### src/rtl/pipe_id.sv
// pipe_id: instruction-decode stage of a five-stage MIPS-style pipeline.
// Decodes newInst into ALU/memory/write-back controls and reads the two
// source operands from a 32 x 32-bit register file written by write-back.
//
// Ports:
//   clk        - clock; register-file writes on the rising edge
//   clrn       - asynchronous reset, active-high (clears the register file)
//   newInst    - instruction to decode
//   WBwreg     - write-back enable
//   WBwn       - write-back destination register
//   WBdata     - write-back data
//   IDwreg     - instruction writes a register
//   IDm2reg    - register result comes from memory (load)
//   IDwmem     - instruction writes memory (store)
//   IDaluc     - ALU operation code
//   IDshift    - ALU A operand is the shift amount
//   IDaluimm   - ALU B operand is the extended immediate
//   IDwn       - destination register number
//   IDqa/IDqb  - register-file values of rs / rt
//   IDimmeOrSa - extended immediate or zero-extended shift amount
//
// Optional build macro: PIPE_ID_WB_BYPASS_EN
//   defined   - a write-back to rs/rt is forwarded to IDqa/IDqb in the same cycle
//   undefined - reads return stored contents only
//
// All decode outputs are combinational (zero-cycle decode latency).

module pipe_id (
    input  logic        clk,
    input  logic        clrn,
    input  logic [31:0] newInst,
    input  logic        WBwreg,
    input  logic [4:0]  WBwn,
    input  logic [31:0] WBdata,
    output logic        IDwreg,
    output logic        IDm2reg,
    output logic        IDwmem,
    output logic [3:0]  IDaluc,
    output logic        IDshift,
    output logic        IDaluimm,
    output logic [4:0]  IDwn,
    output logic [31:0] IDqa,
    output logic [31:0] IDqb,
    output logic [31:0] IDimmeOrSa
);

    localparam int unsigned DATA_W   = 32;
    localparam int unsigned REG_AW   = 5;
    localparam int unsigned NUM_REGS = 32;
    localparam int unsigned IMM_W    = 16;

    localparam logic [5:0] OP_RTYPE = 6'b000000;
    localparam logic [5:0] OP_ADDI  = 6'b001000;
    localparam logic [5:0] OP_ANDI  = 6'b001100;
    localparam logic [5:0] OP_ORI   = 6'b001101;
    localparam logic [5:0] OP_XORI  = 6'b001110;
    localparam logic [5:0] OP_LUI   = 6'b001111;
    localparam logic [5:0] OP_LW    = 6'b100011;
    localparam logic [5:0] OP_SW    = 6'b101011;
    localparam logic [5:0] OP_BEQ   = 6'b000100;
    localparam logic [5:0] OP_BNE   = 6'b000101;

    localparam logic [5:0] FN_ADD = 6'b100000;
    localparam logic [5:0] FN_SUB = 6'b100010;
    localparam logic [5:0] FN_AND = 6'b100100;
    localparam logic [5:0] FN_OR  = 6'b100101;
    localparam logic [5:0] FN_XOR = 6'b100110;
    localparam logic [5:0] FN_SLL = 6'b000000;
    localparam logic [5:0] FN_SRL = 6'b000010;
    localparam logic [5:0] FN_SRA = 6'b000011;

    // Instruction fields
    logic [5:0]        op;
    logic [REG_AW-1:0] rs;
    logic [REG_AW-1:0] rt;
    logic [REG_AW-1:0] rd;
    logic [REG_AW-1:0] sa;
    logic [5:0]        func;
    logic [IMM_W-1:0]  imm;

    assign op   = newInst[31:26];
    assign rs   = newInst[25:21];
    assign rt   = newInst[20:16];
    assign rd   = newInst[15:11];
    assign sa   = newInst[10:6];
    assign func = newInst[5:0];
    assign imm  = newInst[15:0];

    logic [DATA_W-1:0] regs [NUM_REGS];

    // Register file; r0 is never written so it stays zero after reset
    always_ff @(posedge clk or posedge clrn) begin
        if (clrn) begin
            for (int i = 0; i < int'(NUM_REGS); i++) begin
                regs[i] <= '0;
            end
        end else if (WBwreg && (WBwn != '0)) begin
            regs[WBwn] <= WBdata;
        end
    end

`ifdef PIPE_ID_WB_BYPASS_EN
    // Write-through: a pending write-back to rs/rt is visible before the edge
    logic wb_live;
    assign wb_live = WBwreg && (WBwn != '0) && !clrn;

    always_comb begin
        IDqa = (rs == '0) ? '0 : regs[rs];
        IDqb = (rt == '0) ? '0 : regs[rt];
        if (wb_live && (WBwn == rs)) IDqa = WBdata;
        if (wb_live && (WBwn == rt)) IDqb = WBdata;
    end
`else
    // Stored contents only; a write-back shows up after its clock edge
    always_comb begin
        IDqa = (rs == '0) ? '0 : regs[rs];
        IDqb = (rt == '0) ? '0 : regs[rt];
    end
`endif

    // Control decode; defaults describe an undefined instruction
    always_comb begin
        IDwreg     = 1'b0;
        IDm2reg    = 1'b0;
        IDwmem     = 1'b0;
        IDaluc     = 4'b0000;
        IDshift    = 1'b0;
        IDaluimm   = 1'b0;
        IDwn       = rd;
        IDimmeOrSa = {{(DATA_W-IMM_W){imm[IMM_W-1]}}, imm};

        unique case (op)
            OP_RTYPE: begin
                IDwreg = 1'b1;
                unique case (func)
                    FN_ADD:  IDaluc = 4'b0000;
                    FN_SUB:  IDaluc = 4'b0100;
                    FN_AND:  IDaluc = 4'b0001;
                    FN_OR:   IDaluc = 4'b0101;
                    FN_XOR:  IDaluc = 4'b0010;
                    FN_SLL:  IDaluc = 4'b0011;
                    FN_SRL:  IDaluc = 4'b0111;
                    FN_SRA:  IDaluc = 4'b1111;
                    default: IDwreg = 1'b0;
                endcase
                if (func == FN_SLL || func == FN_SRL || func == FN_SRA) begin
                    IDshift    = 1'b1;
                    IDimmeOrSa = {(DATA_W-REG_AW)'(0), sa};
                end
            end
            OP_ADDI, OP_ANDI, OP_ORI, OP_XORI, OP_LUI: begin
                IDwreg   = 1'b1;
                IDaluimm = 1'b1;
                IDwn     = rt;
                unique case (op)
                    OP_ANDI: IDaluc = 4'b0001;
                    OP_ORI:  IDaluc = 4'b0101;
                    OP_XORI: IDaluc = 4'b0010;
                    OP_LUI:  IDaluc = 4'b0110;
                    default: IDaluc = 4'b0000;
                endcase
                // Only addi sign-extends; logical ops and lui zero-extend
                if (op != OP_ADDI) begin
                    IDimmeOrSa = {(DATA_W-IMM_W)'(0), imm};
                end
            end
            OP_LW: begin
                IDwreg   = 1'b1;
                IDm2reg  = 1'b1;
                IDaluimm = 1'b1;
                IDwn     = rt;
            end
            OP_SW: begin
                IDwmem   = 1'b1;
                IDaluimm = 1'b1;
                IDwn     = rt;
            end
            OP_BEQ, OP_BNE: begin
                IDaluc = 4'b0100;
                IDwn   = rt;
            end
            default: ;
        endcase
    end

endmodule

### config.mk
export PLATFORM = sky130hd
export DESIGN_NAME = pipe_id
export DESIGN_NICKNAME = d
export VERILOG_FILES = /design/src/rtl/pipe_id.sv
export SDC_FILE = /design/constraint.sdc
export NUM_CORES = 2
export LEC_CHECK = 0
export BUFFER_PORTS_ARGS = -buffer_cell sky130_fd_sc_hd__buf_2
export CAP_MARGIN = 25
export CORE_ASPECT_RATIO = 2
export CORE_UTILIZATION = 46
export DETAILED_ROUTE_END_ITERATION = 10
export SYNTH_ARGS = -nofsm -noshare
export SYNTH_HDL_FRONTEND = slang
export SYNTH_SLANG_ARGS = --single-unit
### constraint.sdc
create_clock -name clk -period 53.9 [get_ports clk]
set_clock_uncertainty 0.15 [all_clocks]
set_input_delay 10.78 -clock clk [delete_from_list [all_inputs] [get_ports clk]]
set_output_delay 10.78 -clock clk [all_outputs]
set_load 0.01 [all_outputs]
# == After elaboration in Yosys (flattened, before gate mapping) ==
# Cells that the tools add are included.
# word_totals
register_bits,1024
latchBits,0
elab_cells,96
input_bits,72
output_inout_bits,110
mem_count,0
mem_bits_ro,0
mem_bits_rw,0
# classes
add_sub_neg,0
n_lt_le_gt_ge,4
reduce_logical,15
multipliers,0
div_mod_pow,0
eq_ne,17
shifts,0
n_mux,25
n_bitwise,3
# op_table
operator,count
$bwmux W1024,1
$bmux W32 S5,2
$mux W32,9
$demux W32 S5,1
$pmux W32 S2,1
$eq A6 B6 Y1 const B,7
$eq A6 B4 Y1 const B,5
$pmux W4 S7,1
$ge A6 B6 Y1 const B,3
$not A5 Y6,3
$eq A6 B2 Y1 const B,2
$eq A6 B3 Y1 const B,2
$logic_not A6 Y1,2
$pmux W3 S4,1
$pmux W4 S3,1
$logic_not A5 Y1,2
$reduce_or A9 Y1,1
$reduce_or A8 Y1,1
$reduce_or A7 Y1,1
$lt A6 B1 Y1 const B,1
$mux W1,6
$ne A6 B4 Y1 const B,1
$reduce_or A6 Y1,1
$mux W5,1
6 further kinds,8

# == Logic depth before layout (Yosys ltp) ==
# depth
ltp_word,6
depth_mapped,9
ltp_nobuf,6

# == Worst setup path after synthesis ==
# No wires, ideal clock.
# synth_timing
kind,input-to-output
startpoint,input port newInst[27]
endpoint,output port IDimmeOrSa[17]
t_required_ns,42.970
n_path_buf,2
stages,7
t_arrival_ns,12.504
setup_slack_ns,30.466
path_cell_list,clkbuf_1 nor4_1 nor4b_2 o21ai_0 nand2_1 a31oi_1 buf_4
# synth_between
elab_chain_len,3
word_cells_on_any_way,10
classes_between,eq/ne: 6; mux: 2; reduce/logical: 2
# synth_rtl
element,line,rtl
start: declaration,31,"input logic [31:0] newInst,"
$eq A6 B4 Y1 / $ne A6 B4 Y1 (equally long branches),"132, 163",
$reduce_or A5 Y1 / $mux W32 (equally long branches),--,
$pmux W32 S2 (*),132,unique case (op)
end: declaration,44,output logic [31:0] IDimmeOrSa
# Every way passes the cells marked *; elsewhere a longest branch is shown, timed or not.

# == Worst setup path in the final report ==
# layout_timing
startpoint,input port newInst[17]
endpoint,output port IDqb[27]
# layout_between
elab_chain_len,5
word_cells_on_any_way,6
classes_between,mux: 4; bitwise: 1; reduce/logical: 1
# layout_rtl
element,line,rtl
$not A5 Y6 (implied by the code),117,IDqb = (rt == '0) ? '0 : regs[rt];
$bmux W32 S5,117,
$mux W32 (implied by the code) (2 in a row),117,
$mux W32 (*),117,
end: declaration,43,"output logic [31:0] IDqb,"
# Every way passes the cells marked *; elsewhere a longest branch is shown, timed or not. The select of a mux whose other input is x is not followed.

==> impl_results.rst <==
.. list-table::
   :header-rows: 1

   * - Metric
     - Value
   * - Dominant register cell in the synthesized netlist
     - sky130_fd_sc_hd__dfrtp_1
   * - Slew margin rel.
     - 26.6%
   * - Top post-synthesis cells by area
     - sky130_fd_sc_hd__dfrtp_1 (47%), sky130_fd_sc_hd__mux2_2 (21%), sky130_fd_sc_hd__mux4_2 (16%)
   * - DR WL/cell
     - 34.6 um
   * - I/O pin count
     - 182
   * - Vertical die dimension
     - 490 um
   * - Static Leakage
     - 26.1 nW
   * - Final critical path time including I/O delays and setup
     - 25530 ps
   * - Deepest level of the CTS H-tree
     - 3
   * - Clock tree sinks
     - 1024
   * - Fraction of layout instances using a drive strength above 1
     - 49.8%
   * - Top Registers
     - regs (1024)
   * - Mapped Avg Cell Area
     - 14.5 sq um
   * - Transition time at the pin with the least slew margin
     - 1100 ps
   * - Setup-violating endpoint count in the final report
     - 0
   * - Outcome
     - finished clean
   * - Unique cell type count in the Yosys netlist
     - 50
   * - Placeable core region
     - 0.118 sq mm
   * - Die Footprint
     - 0.120 sq mm
   * - Critical path launch point type
     - primary input
   * - End point of the most critical hold path
     - regs[995]
   * - Number of routed nets with antenna violations
     - 0
   * - Flip-flop count of the largest register after layout
     - 1024
   * - Tot GR Track Use
     - 31.0%
   * - Count of cells resized by post-cts repair
     - 0
   * - Remaining Overflow, GRT
     - 0
   * - R2r setup slk
     - 52940 ps
   * - Initial DRT Pass Iterations
     - 5
   * - Final cycle utilization of the critical path
     - 47.4%
   * - Maximum clock frequency
     - 39.2 MHz
   * - Netlist area before placement
     - 0.0547 sq mm
   * - CP arrival
     - 14600 ps
   * - Pins over their slew limit
     - 0
   * - Count of vias placed by the detailed router
     - 35439
   * - Post-synth EDFFs
     - 0
   * - # port buffers
     - 181
   * - Reg clk slew, reported paths
     - 60 ps
   * - VDD IR max
     - 0.0000276 V
   * - Critical Path End Type
     - primary output
   * - Clock latency on the worst-skew pair
     - 710 ps
   * - Final-layout fill cell count
     - 9938
   * - Total detailed-routing wirelength
     - 183000 um
   * - Cell type with the highest aggregate area in the netlist
     - sky130_fd_sc_hd__dfrtp_1
   * - Setup repair after global routing missed its margin
     - false
   * - Reg-to-reg critical path endpoint
     - regs[702]
   * - Mapped Cells
     - 3784
   * - Post-CTS Hold Buffers
     - 0
   * - Hold Slack
     - 244 ps
   * - Path depth of the worst reg2reg path
     - 1
   * - Nets@finish
     - 3757
   * - Number of violations of the max-capacitance limit
     - 0
   * - Starting density of the core
     - 46.4%
   * - Post-detailed-route via-to-cell ratio
     - 6.70
   * - PwrDens
     - 36.3 mW/mm^2
   * - Clock Tree Root
     - sky130_fd_sc_hd__clkbuf_16
   * - Clock tree from TritonCTS
     - yes
   * - Worst hold-check path type
     - reg2reg
   * - Origin of the worst min-delay path
     - regs[995]
   * - Initial detailed-routing violation count
     - 2893
   * - Final hold violation count
     - 0
   * - Worst Setup Path Type
     - in2out
   * - Vias in the first global route
     - 37319
   * - Global-route wire length before repair
     - 269000 um
   * - Beginning of the worst register-to-register path
     - regs[702]
   * - Growth of design area from synthesis to finish
     - 9.02%
   * - Antenna violations before repair
     - 16
   * - Number of buffers added by the clock tree synthesis step
     - 94
   * - Row Count
     - 178
   * - Register ranked first by flip-flop count
     - regs
   * - Seq/Total Area, Yosys
     - 46.9%
   * - Hold Path Depth
     - 0
   * - Weighted congestion reported at the end of routability-driven placement
     - 0.803
   * - Proportion of synthesized flip-flops having asynchronous set or reset
     - 100%
   * - Synthesis Warnings
     - 0
   * - Maximum buffer depth of the clock tree
     - 3
   * - Share of Yosys cell area claimed by the top area cell type
     - 46.9%
   * - Placed wire-length estimate after detailed placement
     - 99800 um
   * - Worst path required time
     - 42970 ps
   * - DRC
     - 0
   * - Number of nets produced by synthesis
     - 3856
   * - Width of the chip
     - 246 um
   * - Number of buffers added for setup after CTS
     - 0
   * - Total negative setup slack
     - 0 ps
   * - Maximum number of pins on one net before global-route repair
     - 179
   * - Worst-path fanout max
     - 67
   * - Flip-flop and latch count after synthesis
     - 1024
logic make-up (layout without fill, tap and decap cells):
family,Yosys count,in the layout,synth area share (%)
flops,1024,1024,46.9
mux,1698,1698,42.2
other cells,0,2,0
compound gates,373,373,5.11
buf+inv,453,429,3.70
simple gates,236,236,2.10
area by class of cell:
cell class                 count  area, sq um  share of cell area, %
clock inverter                30          288                  0.483
tap                         1530         1910                   3.21
inverter                       5         26.3                 0.0441
multi-input combinational   2307        27300                   45.8
timing repair buffer         253         1590                   2.67
sequential                  1024        25600                   43.0
clock buffer                 141         2840                   4.76
antenna                        2         5.00                0.00839
worst max path at each step:
stage	slack, ps	start	cells past startpoint	end
floorplan	14150	clrn	1	regs[0]
global route	28120	newInst[21]	8	IDqa[19]
finish	28370	newInst[17]	9	IDqb[27]
CTS	28230	newInst[21]	8	IDqa[23]
global placement	28260	newInst[21]	8	IDqa[23]
detailed placement	28240	newInst[21]	8	IDqa[23]
metrics by stage:
| stage | setup slack, ps | util [%] | instance area, sq um | total power (W) | cells |
|---|---|---|---|---|---|
| CTS | 28230 | 50.6 | 59600 | 0.00217 | 5290 |
| floorplan | 14150 | - | 54700 | 0.00135 | 3784 |
| finish | 28370 | 50.6 | 59600 | 0.00216 | 5292 |
| global route | 28120 | 50.6 | 59600 | 0.00225 | 5291 |
| detailed placement | 28240 | 47.9 | 56500 | 0.00148 | 5119 |
| global placement | 28260 | 47.9 | 56400 | 0.00146 | 5115 |
synth_stat cells (2+ instances only):
library cell / number
sky130_fd_sc_hd__mux2_2: 1029
sky130_fd_sc_hd__dfrtp_1: 1024
sky130_fd_sc_hd__mux4_2: 385
sky130_fd_sc_hd__mux2i_1: 284
sky130_fd_sc_hd__clkbuf_1: 253
sky130_fd_sc_hd__a211oi_1: 95
sky130_fd_sc_hd__nor2_1: 85
sky130_fd_sc_hd__buf_2: 82
sky130_fd_sc_hd__nor3_1: 67
sky130_fd_sc_hd__buf_1: 65
sky130_fd_sc_hd__o221ai_1: 63
sky130_fd_sc_hd__a22o_1: 62
sky130_fd_sc_hd__o21ai_0: 37
sky130_fd_sc_hd__buf_4: 35
sky130_fd_sc_hd__a21oi_1: 34
sky130_fd_sc_hd__o22ai_1: 33
sky130_fd_sc_hd__nand2_1: 32
sky130_fd_sc_hd__a2111oi_0: 30
sky130_fd_sc_hd__buf_6: 12
sky130_fd_sc_hd__and2_1: 11
sky130_fd_sc_hd__nand3b_1: 8
sky130_fd_sc_hd__nor3b_1: 6
sky130_fd_sc_hd__a21o_1: 5
sky130_fd_sc_hd__inv_1: 5
sky130_fd_sc_hd__nand3_1: 5
sky130_fd_sc_hd__a22oi_1: 3
sky130_fd_sc_hd__nor2b_1: 3
sky130_fd_sc_hd__a2111oi_2: 2
sky130_fd_sc_hd__a31oi_1: 2
sky130_fd_sc_hd__and3_1: 2
sky130_fd_sc_hd__and3b_1: 2
sky130_fd_sc_hd__nor4_1: 2
sky130_fd_sc_hd__or2_2: 2
sky130_fd_sc_hd__or3_1: 2
sky130_fd_sc_hd__or3b_2: 2
where the power goes:
part	internal (W)	switching [W]
Combinational	0.000257	0.000182
Sequential	0.000915	0.000112
Clock	0.000384	0.000314
layer usage:
metal,up-vias,part of all wire (%),track usage (%)
met4,18,4.9,14.0
li1,14344,-,-
met5,-,0.064,0
met2,1286,50,52.3
met1,19366,39,39.1
met3,425,5.9,4.91
layout by cell type, fill, tap and decap left out, drive strengths merged, types with 6 or more instances in the layout:
cell type	n
mux2	1029
dfrtp	1024
mux4	385
mux2i	284
buf	253
clkbuf	141
a211oi	95
nor2	85
nor3	68
o221ai	63
a22o	62
o21ai	37
a21oi	34
o22ai	33
a2111oi	32
nand2	32
clkinv	19
and2	11
inv	9
nand3b	8
nor3b	6
critical path, stage by stage:
cell                       delay [ps]
sky130_fd_sc_hd__buf_8            520
sky130_fd_sc_hd__buf_4            760
sky130_fd_sc_hd__buf_4            860
sky130_fd_sc_hd__mux4_2           420
sky130_fd_sc_hd__mux2i_1          140
sky130_fd_sc_hd__nor2_1            50
sky130_fd_sc_hd__a211oi_1         590
sky130_fd_sc_hd__nor3_1           190
sky130_fd_sc_hd__buf_2            190
No activity file was read; power rests on OpenSTA's default activity.
